==> src/rtl/bin_to_bcd_seq.sv <==
// Sequential binary-to-BCD converter (shift-and-add-3, one shift per clock).
// Start/busy/done handshake; the registered result holds until the next completion.
module bin_to_bcd_seq #(
    parameter int WIDTH  = 8,
    parameter int DIGITS = 3
) (
    input  logic                clk,
    input  logic                rst_n,
    input  logic                start,
    input  logic [WIDTH-1:0]    bin,
    output logic                busy,
    output logic                done,
    output logic [4*DIGITS-1:0] bcd
);

    localparam int BW = 4 * DIGITS;
    localparam int CW = $clog2(WIDTH + 1);
    localparam int PW = WIDTH + BW + 1;

    // 10^DIGITS < 16^DIGITS, so PW bits hold both sides of the comparison
    function automatic logic digits_ok();
        logic [PW-1:0] p10;
        logic [PW-1:0] maxv;
        p10  = PW'(1);
        maxv = {{(PW-WIDTH){1'b0}}, {WIDTH{1'b1}}};
        for (int unsigned i = 0; i < DIGITS; i++) begin
            p10 = p10 * PW'(10);
        end
        return p10 > maxv;
    endfunction

    if (WIDTH < 1) begin : g_width_chk
        $error("bin_to_bcd_seq: WIDTH must be >= 1");
    end
    if (!digits_ok()) begin : g_digits_chk
        $error("bin_to_bcd_seq: DIGITS too small for WIDTH");
    end

    typedef enum logic {IDLE, SHIFT} state_t;

    state_t            state_q, state_d;
    logic [WIDTH-1:0]  shreg_q, shreg_d;
    logic [BW-1:0]     scratch_q, scratch_d;
    logic [CW-1:0]     cnt_q, cnt_d;
    logic [BW-1:0]     bcd_q, bcd_d;
    logic              done_q, done_d;

    logic [BW-1:0]       adj;
    logic [BW+WIDTH-1:0] shifted;
    logic                unused_adj_msb;

    always_comb begin
        adj = scratch_q;
        for (int unsigned k = 0; k < DIGITS; k++) begin
            if (scratch_q[4*k +: 4] >= 4'd5) begin
                adj[4*k +: 4] = scratch_q[4*k +: 4] + 4'd3;
            end
        end
    end

    // After adjustment the top digit is at most 12, so its MSB only feeds a bit that falls off
    assign shifted        = {adj[BW-2:0], shreg_q, 1'b0};
    assign unused_adj_msb = adj[BW-1];

    always_comb begin
        state_d   = state_q;
        shreg_d   = shreg_q;
        scratch_d = scratch_q;
        cnt_d     = cnt_q;
        bcd_d     = bcd_q;
        done_d    = 1'b0;
        unique case (state_q)
            IDLE: begin
                if (start) begin
                    shreg_d   = bin;
                    scratch_d = '0;
                    cnt_d     = CW'(WIDTH);
                    state_d   = SHIFT;
                end
            end
            SHIFT: begin
                scratch_d = shifted[BW+WIDTH-1:WIDTH];
                shreg_d   = shifted[WIDTH-1:0];
                cnt_d     = cnt_q - CW'(1);
                if (cnt_q == CW'(1)) begin
                    bcd_d   = shifted[BW+WIDTH-1:WIDTH];
                    done_d  = 1'b1;
                    state_d = IDLE;
                end
            end
            default: state_d = IDLE;
        endcase
    end

    always_ff @(posedge clk or negedge rst_n) begin
        if (!rst_n) begin
            state_q   <= IDLE;
            shreg_q   <= '0;
            scratch_q <= '0;
            cnt_q     <= '0;
            bcd_q     <= '0;
            done_q    <= 1'b0;
        end else begin
            state_q   <= state_d;
            shreg_q   <= shreg_d;
            scratch_q <= scratch_d;
            cnt_q     <= cnt_d;
            bcd_q     <= bcd_d;
            done_q    <= done_d;
        end
    end

    assign busy = (state_q == SHIFT);
    assign done = done_q;
    assign bcd  = bcd_q;

endmodule

==> config.mk <==
export PLATFORM = sky130hd
export DESIGN_NAME = bin_to_bcd_seq
export DESIGN_NICKNAME = d
export VERILOG_FILES = /design/src/rtl/bin_to_bcd_seq.sv
export SDC_FILE = /design/constraint.sdc
export NUM_CORES = 1
export LEC_CHECK = 0
export CAP_MARGIN = 15
export CORE_ASPECT_RATIO = 0.7
export CORE_UTILIZATION = 45
export DETAILED_ROUTE_END_ITERATION = 8
export PLACE_DENSITY = 0.75
export SYNTH_ARGS = -nofsm -noshare
export SYNTH_HDL_FRONTEND = slang
export SYNTH_SLANG_ARGS = --single-unit
==> constraint.sdc <==
create_clock -name clk -period 1.5 [get_ports clk]
set_input_delay 0.15 -clock clk [delete_from_list [all_inputs] [get_ports clk]]
set_output_delay 0.15 -clock clk [all_outputs]
set_load 0.01 [all_outputs]
* Word level (Yosys, flattened, before mapping)
Index checks and enable logic that the tools add are counted.
** Cells by class
- $add $sub $neg :: 4
- Order comparisons :: 3
- Equality and inequality tests :: 2
- Muxes and demuxes :: 14
- Bitwise gates (word level) :: 1
- Reductions and logical operators :: 1
** Operator list (count)
- 12-bit one-hot mux with 2 select lines :: 1
- 8-bit one-hot mux with 2 select lines :: 1
- 4-bit by 3-bit greater-or-equal comparator with 1-bit output, second input constant :: 3
- 12-bit two-way mux :: 1
- 4-bit two-way mux :: 3
- 4-bit by 2-bit adder with 4-bit output, second input constant :: 2
- 8-bit two-way mux :: 1
- 4-bit one-hot mux with 2 select lines :: 1
- 4-bit by 1-bit equality test with 1-bit output, second input constant :: 1
- 1-bit two-way mux :: 4
- 4-bit by 1-bit subtractor with 4-bit output, second input constant :: 1
- 3-bit by 2-bit adder with 3-bit output, second input constant :: 1
- 3-bit two-way mux :: 1
- 2-bit != test, second input constant :: 1
- 1-bit one-hot mux with 2 select lines :: 1
- 2-bit AND reduction :: 1
- 1-bit inverter :: 1
** Word-level totals
- Flip-flop bits (word level) :: 38
- Input bits :: 11
- Output and inout bits :: 14
- Logic and storage cells :: 31

* Depth between registers and ports, before layout
Gate-level depths: netlist of the first run.
- Word-level depth :: 3
- Mapped depth :: 6
- Depth with buffers taken out :: 6

* Worst setup path after synthesis of the first run
OpenSTA, ideal clock, no wires.
- Kind :: register -> register
- Start :: register scratch_q[0]
- End :: register bcd_q[2] (netlist: bcd[2])
- Setup time :: 0.083 ns
- Arrival :: 1.402 ns
- Required time :: 1.417 ns
- Path slack :: 0.015 ns
- Cell stages (with the launch flop) :: 7
- Cells stage by stage :: dfrtp_1 -> inv_1 -> ha_1 -> nand2b_1 -> a21oi_1 -> mux2_2 -> o21ai_0
** On the way
- Word-level cells in the longest chain between the ends :: 2
- Elaborated cells on any way between the ends :: 3
** Ends and longest elaborated chain
- start: declaration :: line 43 : logic [BW-1:0] scratch_q, scratch_d;
- start signal: assignment :: line 106 : scratch_q <= scratch_d;
- 4-bit by 2-bit adder with 4-bit output / 4-bit by 3-bit greater-or-equal comparator with 1-bit output (equally long branches) :: line 56, 55
- 4-bit two-way mux (*) :: line 55 : if (scratch_q[4*k +: 4] >= 4'd5) begin
- end signal: assignment :: line 101 : bcd_q <= '0;
- end signal: assignment :: line 108 : bcd_q <= bcd_d;
- end: declaration :: line 45 : logic [BW-1:0] bcd_q, bcd_d;
Mark *: on every way between the ends. The rest lies on a longest branch, timed or not.
A chain may end at the register's enable or synchronous reset.

* Worst setup path after layout of the first run
- Start :: register scratch_q[4]
- End :: register scratch_q[6]
** On the way
- Word-level cells in the longest chain between the ends :: 3
- Elaborated cells on any way between the ends :: 4
** Ends and longest elaborated chain
- 4-bit by 2-bit adder with 4-bit output / 4-bit by 3-bit greater-or-equal comparator with 1-bit output (equally long branches) :: line 56, 55
- 4-bit two-way mux (*) :: line 55
- 12-bit one-hot mux with 2 select lines (*) :: line 72 : unique case (state_q)
Marked as above.

==> results by stage, run 1 <==
CTS:
- The root buffer selected by CTS is sky130_fd_sc_hd__clkbuf_8.
- Buffers inserted during clock tree synthesis total 5.
- At the later pin of the worst-skew pair, clock insertion delay measures 0.29 ns.
- The CTS H-tree depth is 2.
- TritonCTS built the clock tree.
- The number of sinks driven by the clock tree is 38.
- The longest clock path from root to sink contains 2 buffers.
- The clock transition time at the flip-flop clock pins of the worst setup and hold paths is approximately 0.07 ns.

STA:
- Setup violations remaining at the end of the flow were counted as 0.
- The worst slew slack as a fraction of its limit is 0.827.
- Setup repair after global routing left no endpoint under its margin.
- Setup slack on the critical path of the routed design comes to between 0.04 and 0.05 ns.
- The final number of hold-violating endpoints is 0.
- Of the available clock period, the critical path in the final layout requires 0.972.
- The time the worst path needs with I/O delays and setup is between 1 and 1.5 ns.
- The worst clock skew on the final layout is 0.00595 ns.
- The achievable frequency is between 600 and 700 MHz.
- The total count of max-transition violations in the final report is 0.
- At the pin with the least slew margin, the transition time is 0.260 ns.

Detailed routing:
- The count of nets left with antenna violations once routing finished came out at 0.
- For this run, design rule violations remaining after detail routing come to 0.
- The met2 wire length is 1.81 mm.
- The via density per instance is 5.15.
- The routed length per placed instance is 14.1 um.
- Summing over every cut layer, the via total after detailed routing is roughly 1,400.
- In this run, the number of DRC markers left after iteration 0 of detailed routing was between 60 and 70.
- The detailed-router iteration count before antenna repair is 4.
- The top routing layer in use is met4.
- The detailed router put a total of around 1.7 mm of wire on met1.
- After detailed routing, the met3 layer carries roughly 150 um of wire.
- Summed over all layers, the routed wires come to about 3.7 mm.

Worst setup path:
- Counting cells, the worst reg-to-reg path comes to 5.
- Grouping stages by cell kind, the critical path spends the most delay in multiplexers.
- The worst register-to-register path ends at scratch_q[6].
- The type of the setup path with the least slack is flip-flop to flip-flop.
- The number of buffers and inverters on the critical path is 0.
- The reg-to-reg startpoint is scratch_q[4].
- In this design, the stage delay of the slowest critical-path cell is 0.42 ns.
- The signal on the critical path passes through ha_1, nand2b_4, a21oi_4, mux2_4, mux2i_1.
- In this run the register-to-register setup slack is roughly 0.043 ns.
- The startpoint class of the critical path is a flip-flop.
- The worst-path maximum fanout is 3.
- The kind of end point of the critical path is a flip-flop.
- For the worst setup path, the data required time is 1.72 ns.
- For the worst setup path, the data arrival time is around 1.7 ns.
- The critical-path cell with the highest stage delay is sky130_fd_sc_hd__dfrtp_1.

Job:
- Across the run, the number of max-cap violations was 0.

Placed design:
- At the placement stage, the worst setup path has a slack of -0.0803 ns.
- The final weighted congestion in routability-driven placement is approximately 0.83.
- The number of port buffers is 24.
- After detailed placement, the design holds a cell count of around 250.
- The total half-perimeter wirelength after legalization and detailed placement is between 2 and 3 mm.
- After detailed placement, the total cell area comes to roughly 2200 um2.

Cells and area:
- 0 antenna diodes ended up in the layout.
- The most frequent standard cell in the layout excluding fill and tap cells is sky130_fd_sc_hd__dfrtp_1.
- Leaving out fill and tap cells, the most frequent cells in the layout are sky130_fd_sc_hd__dfrtp_1, sky130_fd_sc_hd__clkdlybuf4s50_1, sky130_fd_sc_hd__nand2_1, sky130_fd_sc_hd__mux2i_1.
- The final standard cell count with taps included and fillers excluded is ~260.
- The number of filler cells placed in the layout is 336.
- The share of layout cells above drive strength 1 is 0.217.
- Across the whole layout, storage elements account for between 900 and 1000 um2.
- The final instance area is roughly 2400 um2.
- Summing all multi-input logic gate instances after layout gives about 900 um2.
- The synthesis-to-layout area growth is 31.7%.
- The final layout contains between 200 and 250 nets.

Pwr:
- Summed over all cells, the static leakage comes to roughly 1.1 nW.
- The power per cell area is 2170 nW/um2.
- IR analysis of the VDD net gives a maximum drop of ~1.1 mV.

Die:
- For this configuration, the core starts out at a cell density of 0.470.
- The die footprint is approximately 4400 um2.
- The number of top-level pins is 25.
- The height of the die is roughly 56 um.
- The die is slightly below 80 um wide.
- The number of placement rows is 19.
- The core footprint is between 3000 and 4000 um2.

Logic synthesis:
- The biggest area contributor in the post-synthesis netlist is sky130_fd_sc_hd__dfrtp_1.
- The area share of the largest cell type after synthesis is 0.516.
- The summed instance area of the synthesized netlist is roughly 1800 um2.
- The net count of the mapped netlist is around 190.
- The flop and latch count out of synthesis is 38.
- Yosys attributes the largest share of cell area to sky130_fd_sc_hd__dfrtp_1, sky130_fd_sc_hd__mux2i_1, sky130_fd_sc_hd__ha_1.
- Averaged over all synthesized cells, the footprint is between 10 and 15 um2.
- Yosys mapped the design onto 26 distinct sky130hd cell types.
- Yosys printed 0 warnings.
- The number of standard cells after synthesis is approximately 170.
- Of the synthesized area, sequential elements account for 0.516.

Min path:
- The path class of the tightest hold or removal check is primary input to asynchronous set/reset pin.

Global route:
- The initial antenna violation count is 0.
- Entering global routing, the biggest net connects 39 pins.
- The first-pass GRT wire length is slightly above 6 mm.
- The total overflow left after global routing is 0.
- The via count of the first global-routing pass was 1,321.
- The global-route total usage across every layer is 0.190.

Outcome:
- The flow ran to the end, and the final reports show no timing, DRC or antenna violations.
==> tightest hold or removal path, cell delays in order <==
cell,delay (ns)
sky130_fd_sc_hd__dlygate4sd3_1,0.53
sky130_fd_sc_hd__buf_2,0.13
sky130_fd_sc_hd__buf_12,0.22
==> through the flow <==
stage                     hold slack [ns]  setup TNS (ns)  total power [mW]  utilization
after floorplan                    -0.146               0              3.29            -
after global placement              0.126               0              3.93        0.557
after detailed placement            0.139          -0.247              4.10        0.557
after CTS                           0.369               0              4.98        0.594
after global routing                0.408               0              5.66        0.619
final                               0.368               0              5.27        0.619
==> cells by family after synthesis <==
family / count (synthesis) / share of synthesized area
AOI/OAI and AO/OA: 34 / 0.109
xor gates and xnor gates: 5 / 0.0238
adders and majority gates: 8 / 0.0543
buffers and inverters: 16 / 0.0387
DFF: 38 / 0.516
muxes: 21 / 0.121
and+or+nand+nor: 51 / 0.138
==> Yosys cell counts, drive strengths merged <==
| cell | instances |
|---|---|
| nor3 | 4 |
| xnor2 | 4 |
| a21o | 4 |
| a32o | 1 |
| ha | 8 |
| nor2 | 6 |
| a31oi | 1 |
| nand2b | 13 |
| buf | 7 |
| o31ai | 2 |
| o21ai | 18 |
| nand3 | 1 |
| nor3b | 5 |
| mux2 | 4 |
| inv | 9 |
| nand2 | 22 |
| a21oi | 8 |
| dfrtp | 38 |
| xor2 | 1 |
| mux2i | 17 |
==> power by group <==
part           internal [mW]  total (mW)  switching [mW]
Clock                  0.354       0.697           0.343
Sequential              1.48        1.85           0.371
Combinational           1.47        2.72            1.25
==> sequential cells by signal, summed over array words and instances (netlist names) <==
name	cells
cnt_q	4
bcd	12
shreg_q	8
scratch_q	12
busy	1
done	1
==> how the worst max path moves through the flow <==
stage                            start      endpoint  cells after the start
final                     scratch_q[4]  scratch_q[6]                      5
after global routing      scratch_q[0]  scratch_q[2]                      6
after CTS                 scratch_q[4]  scratch_q[5]                      7
after detailed placement  scratch_q[1]        bcd[2]                      6
after global placement    scratch_q[1]        bcd[2]                      6
after floorplan           scratch_q[0]        bcd[2]                      6
==> timing repair <==
item / in CTS / in global routing
pin swaps: 2 / 4
endpoints found under the hold margin: 38 / 0
endpoints found under the setup margin: 7 / 12
hold buffers: 1 / 0
gates cloned: 0 / 0
setup buffers: 4 / 2
resized for setup: 6 / 19
==> layout make-up <==
cell class	instances	area share
clock buffers	6	0.0340
inverters	9	0.0139
multi-input cells	119	0.380
flip-flops and latches	38	0.392
well taps	52	0.0268
repair buffers	40	0.153
==> routing by layer <==
metal | vias up | track usage
met5 | - | 0
met4 | 0 | 0.0926
met3 | 8 | 0.0545
met2 | 28 | 0.291
met1 | 662 | 0.246
li1 | 662 | -
(Power assumes the default switching activity.)
==> run 2: changes to the inputs <==
- GPL_ROUTABILITY_DRIVEN: not set -> 0
- PLACE_DENSITY: 0.75 -> 0.72
- clock period: 1.5 -> 1.7 ns (I/O delays scaled with it)
==> results by stage, run 2 (synthesis gave the netlist of run 1 again) <==
Worst setup path:
- The gate family responsible for the most delay along the worst path is multiplexers (unchanged).
- The number of buffers and inverters on the critical path was 1 (was 0).
- The startpoint class of the critical path is a flip-flop (unchanged).
- The end of the worst register-to-register path was scratch_q[6] (unchanged).
- The critical-path cell with the highest stage delay is sky130_fd_sc_hd__dfrtp_1 (unchanged).
- Ordered cell list for the critical path: inv_1, ha_4, nand2b_1, a21oi_2, mux2_2, mux2i_1 (was ha_1, nand2b_4, a21oi_4, mux2_4, mux2i_1).
- The worst-path maximum fanout is 4 (was 3).
- The type of the setup path with the least slack is flip-flop to flip-flop (unchanged).
- The reg-to-reg startpoint is scratch_q[4] (unchanged).
- The minimum setup slack among reg-to-reg paths was 0.12 ns (was 0.04 ns).
- The kind of end point of the critical path is a flip-flop (unchanged).
- The largest stage delay on the critical path is 0.41 ns (was 0.42 ns).
- The depth of the worst register-to-register path came to 6 (was 5).
- The critical path arrival is 1.80 ns (was 1.68 ns).
- The required time reported for the critical path endpoint is 1.92 ns (was 1.72 ns).

STA:
- The achievable frequency was 632 MHz (was 686 MHz).
- The share of the clock period used by the worst path after layout is 0.930 (was 0.972).
- The final number of hold-violating endpoints is 0 (unchanged).
- RSZ-0062 raised after global routing: false (unchanged).
- The transition at the pin with the smallest max-transition slack came to 0.473 ns (was 0.260 ns).
- The setup TNS after final layout is 0 ns (unchanged).
- The total count of max-transition violations in the final report is 0 (unchanged).
- The worst slew slack as a fraction of its limit is 0.685 (was 0.827).
- The worst clock skew on the final layout is 0.00805 ns (was 0.00595 ns).
- The total of endpoints with negative setup slack in the final report was 0 (unchanged).
- The time the worst path needs with I/O delays and setup came to 1.58 ns (was 1.46 ns).

CTS:
- The clock transition time at the flip-flop clock pins of the worst setup and hold paths is 0.07 ns (about the same).
- The largest buffer count on any clock path is 2 (unchanged).
- The clock tree from TritonCTS is done (unchanged).
- The number of sinks driven by the clock tree is 38 (unchanged).
- The root buffer selected by CTS was sky130_fd_sc_hd__clkbuf_8 (unchanged).
- The clock latency reported for the late side of the worst-skew pair is 0.29 ns (about the same).
- The total clock buffers created by CTS is 5 (unchanged).
- The CTS H-tree depth is 2 (unchanged).
- The count of buffers added by post-CTS timing repair for setup is 0 (was 4).

Job:
- The max-capacitance violation count is 0 (unchanged).

Cells and area:
- The antenna cell count is 0 (unchanged).
- The share of layout cells above drive strength 1 is 0.132 (was 0.217).
- The synthesis-to-layout area growth is 24.6% (was 31.7%).
- The most frequent standard cell in the layout excluding fill and tap cells is sky130_fd_sc_hd__dfrtp_1 (unchanged).
- The utilization after layout is 0.586 (was 0.619).
- The final net count is 224 (was 232).
- Top library cells by usage in the layout, fill and taps aside: sky130_fd_sc_hd__dfrtp_1, sky130_fd_sc_hd__clkdlybuf4s50_1, sky130_fd_sc_hd__nand2_1, sky130_fd_sc_hd__mux2i_1, sky130_fd_sc_hd__o21ai_0 (was sky130_fd_sc_hd__dfrtp_1, sky130_fd_sc_hd__clkdlybuf4s50_1, sky130_fd_sc_hd__nand2_1, sky130_fd_sc_hd__mux2i_1).

Die:
- The number of placement rows is 19 (unchanged).
- The core footprint is 3920 um2 (unchanged).
- The die footprint was 4360 um2 (unchanged).
- The number of top-level pins is 25 (unchanged).
- The effective utilization at floorplan is 0.470 (unchanged).
- The height of the die came to 55.5 um (unchanged).
- The die width is 78.5 um (unchanged).

Global route:
- The pin count of the biggest net entering global routing was 39 (unchanged).
- The initial antenna violation count was 0 (unchanged).
- The sum of overflow across all layers after global routing came to 0 (unchanged).
- The first-pass GRT wire length was 6.07 mm (was 6.18 mm).
- The global-route total usage across every layer is 0.187 (was 0.190).
- The via count of the first global-routing pass was 1,296 (was 1,321).

Outcome:
- Status: finished clean (unchanged).

Pwr:
- The worst-case vdd ir drop is 0.950 mV (was 1.07 mV).
- The combinational cell fraction of total power was 0.453 (was 0.516).
- The portion of total power attributed to the clock network is 0.177 (was 0.132).
- The share of total power consumed by net switching is 0.359 (was 0.373).
- The power per cell area was 1900 nW/um2 (was 2170 nW/um2).
- The switching component of the power was 1.56 mW (was 1.96 mW).
- The leakage power total is 1.09 nW (was 1.14 nW).
- The cell-internal power is 2.79 mW (was 3.31 mW).
- The sequential group share of total power was 0.370 (was 0.351).

Detailed routing:
- The via density per instance is 5.06 (was 5.15).
- The DRC violations left was 0 (unchanged).
- The met2 wire length is 1.63 mm (was 1.81 mm).
- The detailed-router iteration count before antenna repair is 4 (unchanged).
- The top routing layer in use is met4 (unchanged).
- The routed length per placed instance was 13.3 um (was 14.1 um).
- The detailed-routing wirelength on met1 was 1.62 mm (was 1.68 mm).
- The number of antenna-violating nets in the routed design was 0 (unchanged).
- The via count is 1,301 (was 1,360).
- The number of DRC markers in iteration 0 came to 76 (was 69).
- The detailed-route wire length is 3.42 mm (was 3.71 mm).
- The wire length on met3 is 112 um (was 151 um).

Placed design:
- The total half-perimeter wirelength after legalization and detailed placement is 2.37 mm (was 2.52 mm).
- The number of port buffers came to 24 (unchanged).

Min path:
- The worst hold path class is primary input to asynchronous set/reset pin (unchanged).
run 2: tightest hold or removal path: stages:
cell,delay (ns)
sky130_fd_sc_hd__dlygate4sd3_1,0.51
sky130_fd_sc_hd__buf_2,0.09
sky130_fd_sc_hd__buf_4,0.40
run 2: through the flow:
step	hold WS [ns]	cell area (um2)	power [mW]	worst slack, ns	cells
6_report	0.443	2300	4.36	0.118	257
5_1_grt	0.510	2300	4.73	0.00556	257
4_1_cts	0.460	2280	4.35	0.0576	257
3_5_place_dp	0.247	2160	3.54	0.0808	249
3_3_place_gp	0.243	2160	3.43	0.173	249
2_1_floorplan	-0.126	1840	2.90	0.215	173
run 2: what timing repair did:
action / CTS / global route
resized for setup: 0 / 5
hold buffers: 1 / 0
endpoints found under the setup margin: 0 / 4
hold endpoints to repair: 38 / 0
run 2: how the worst max path moves through the flow:
stage	start	endpoint	depth (start not counted)
after floorplan	scratch_q[0]	bcd[2]	6
after global placement	scratch_q[0]	bcd[2]	6
after detailed placement	scratch_q[5]	scratch_q[6]	6
after CTS	scratch_q[5]	scratch_q[6]	6
after global routing	scratch_q[1]	bcd[2]	6
final	scratch_q[4]	scratch_q[6]	6
run 2: per-layer routing:
layer  vias to the layer above  track usage
met3                         7       0.0496
li1                        642            -
met2                        23        0.273
met5                         -            0
met1                       629        0.258
met4                         0       0.0926
run 2: cell type report:
type | instances | area [um2]
fillers | 318 | 1630
flip-flops and latches | 38 | 951
multi-input cells | 119 | 837
repair buffers | 32 | 298
clock buffers | 6 | 82.6
well taps | 52 | 65.1
inverters | 9 | 33.8
clock inverters | 1 | 30.0
run 2: power groups by stage:
| stage | Sequential, mW | Clock, mW | Combinational (mW) |
|---|---|---|---|
| after floorplan | 1.61 | 0 | 1.29 |
| after global placement | 1.59 | 0 | 1.84 |
| after detailed placement | 1.61 | 0 | 1.93 |
| after CTS | 1.60 | 0.792 | 1.96 |
| after global routing | 1.66 | 0.847 | 2.22 |
| final | 1.61 | 0.769 | 1.97 |
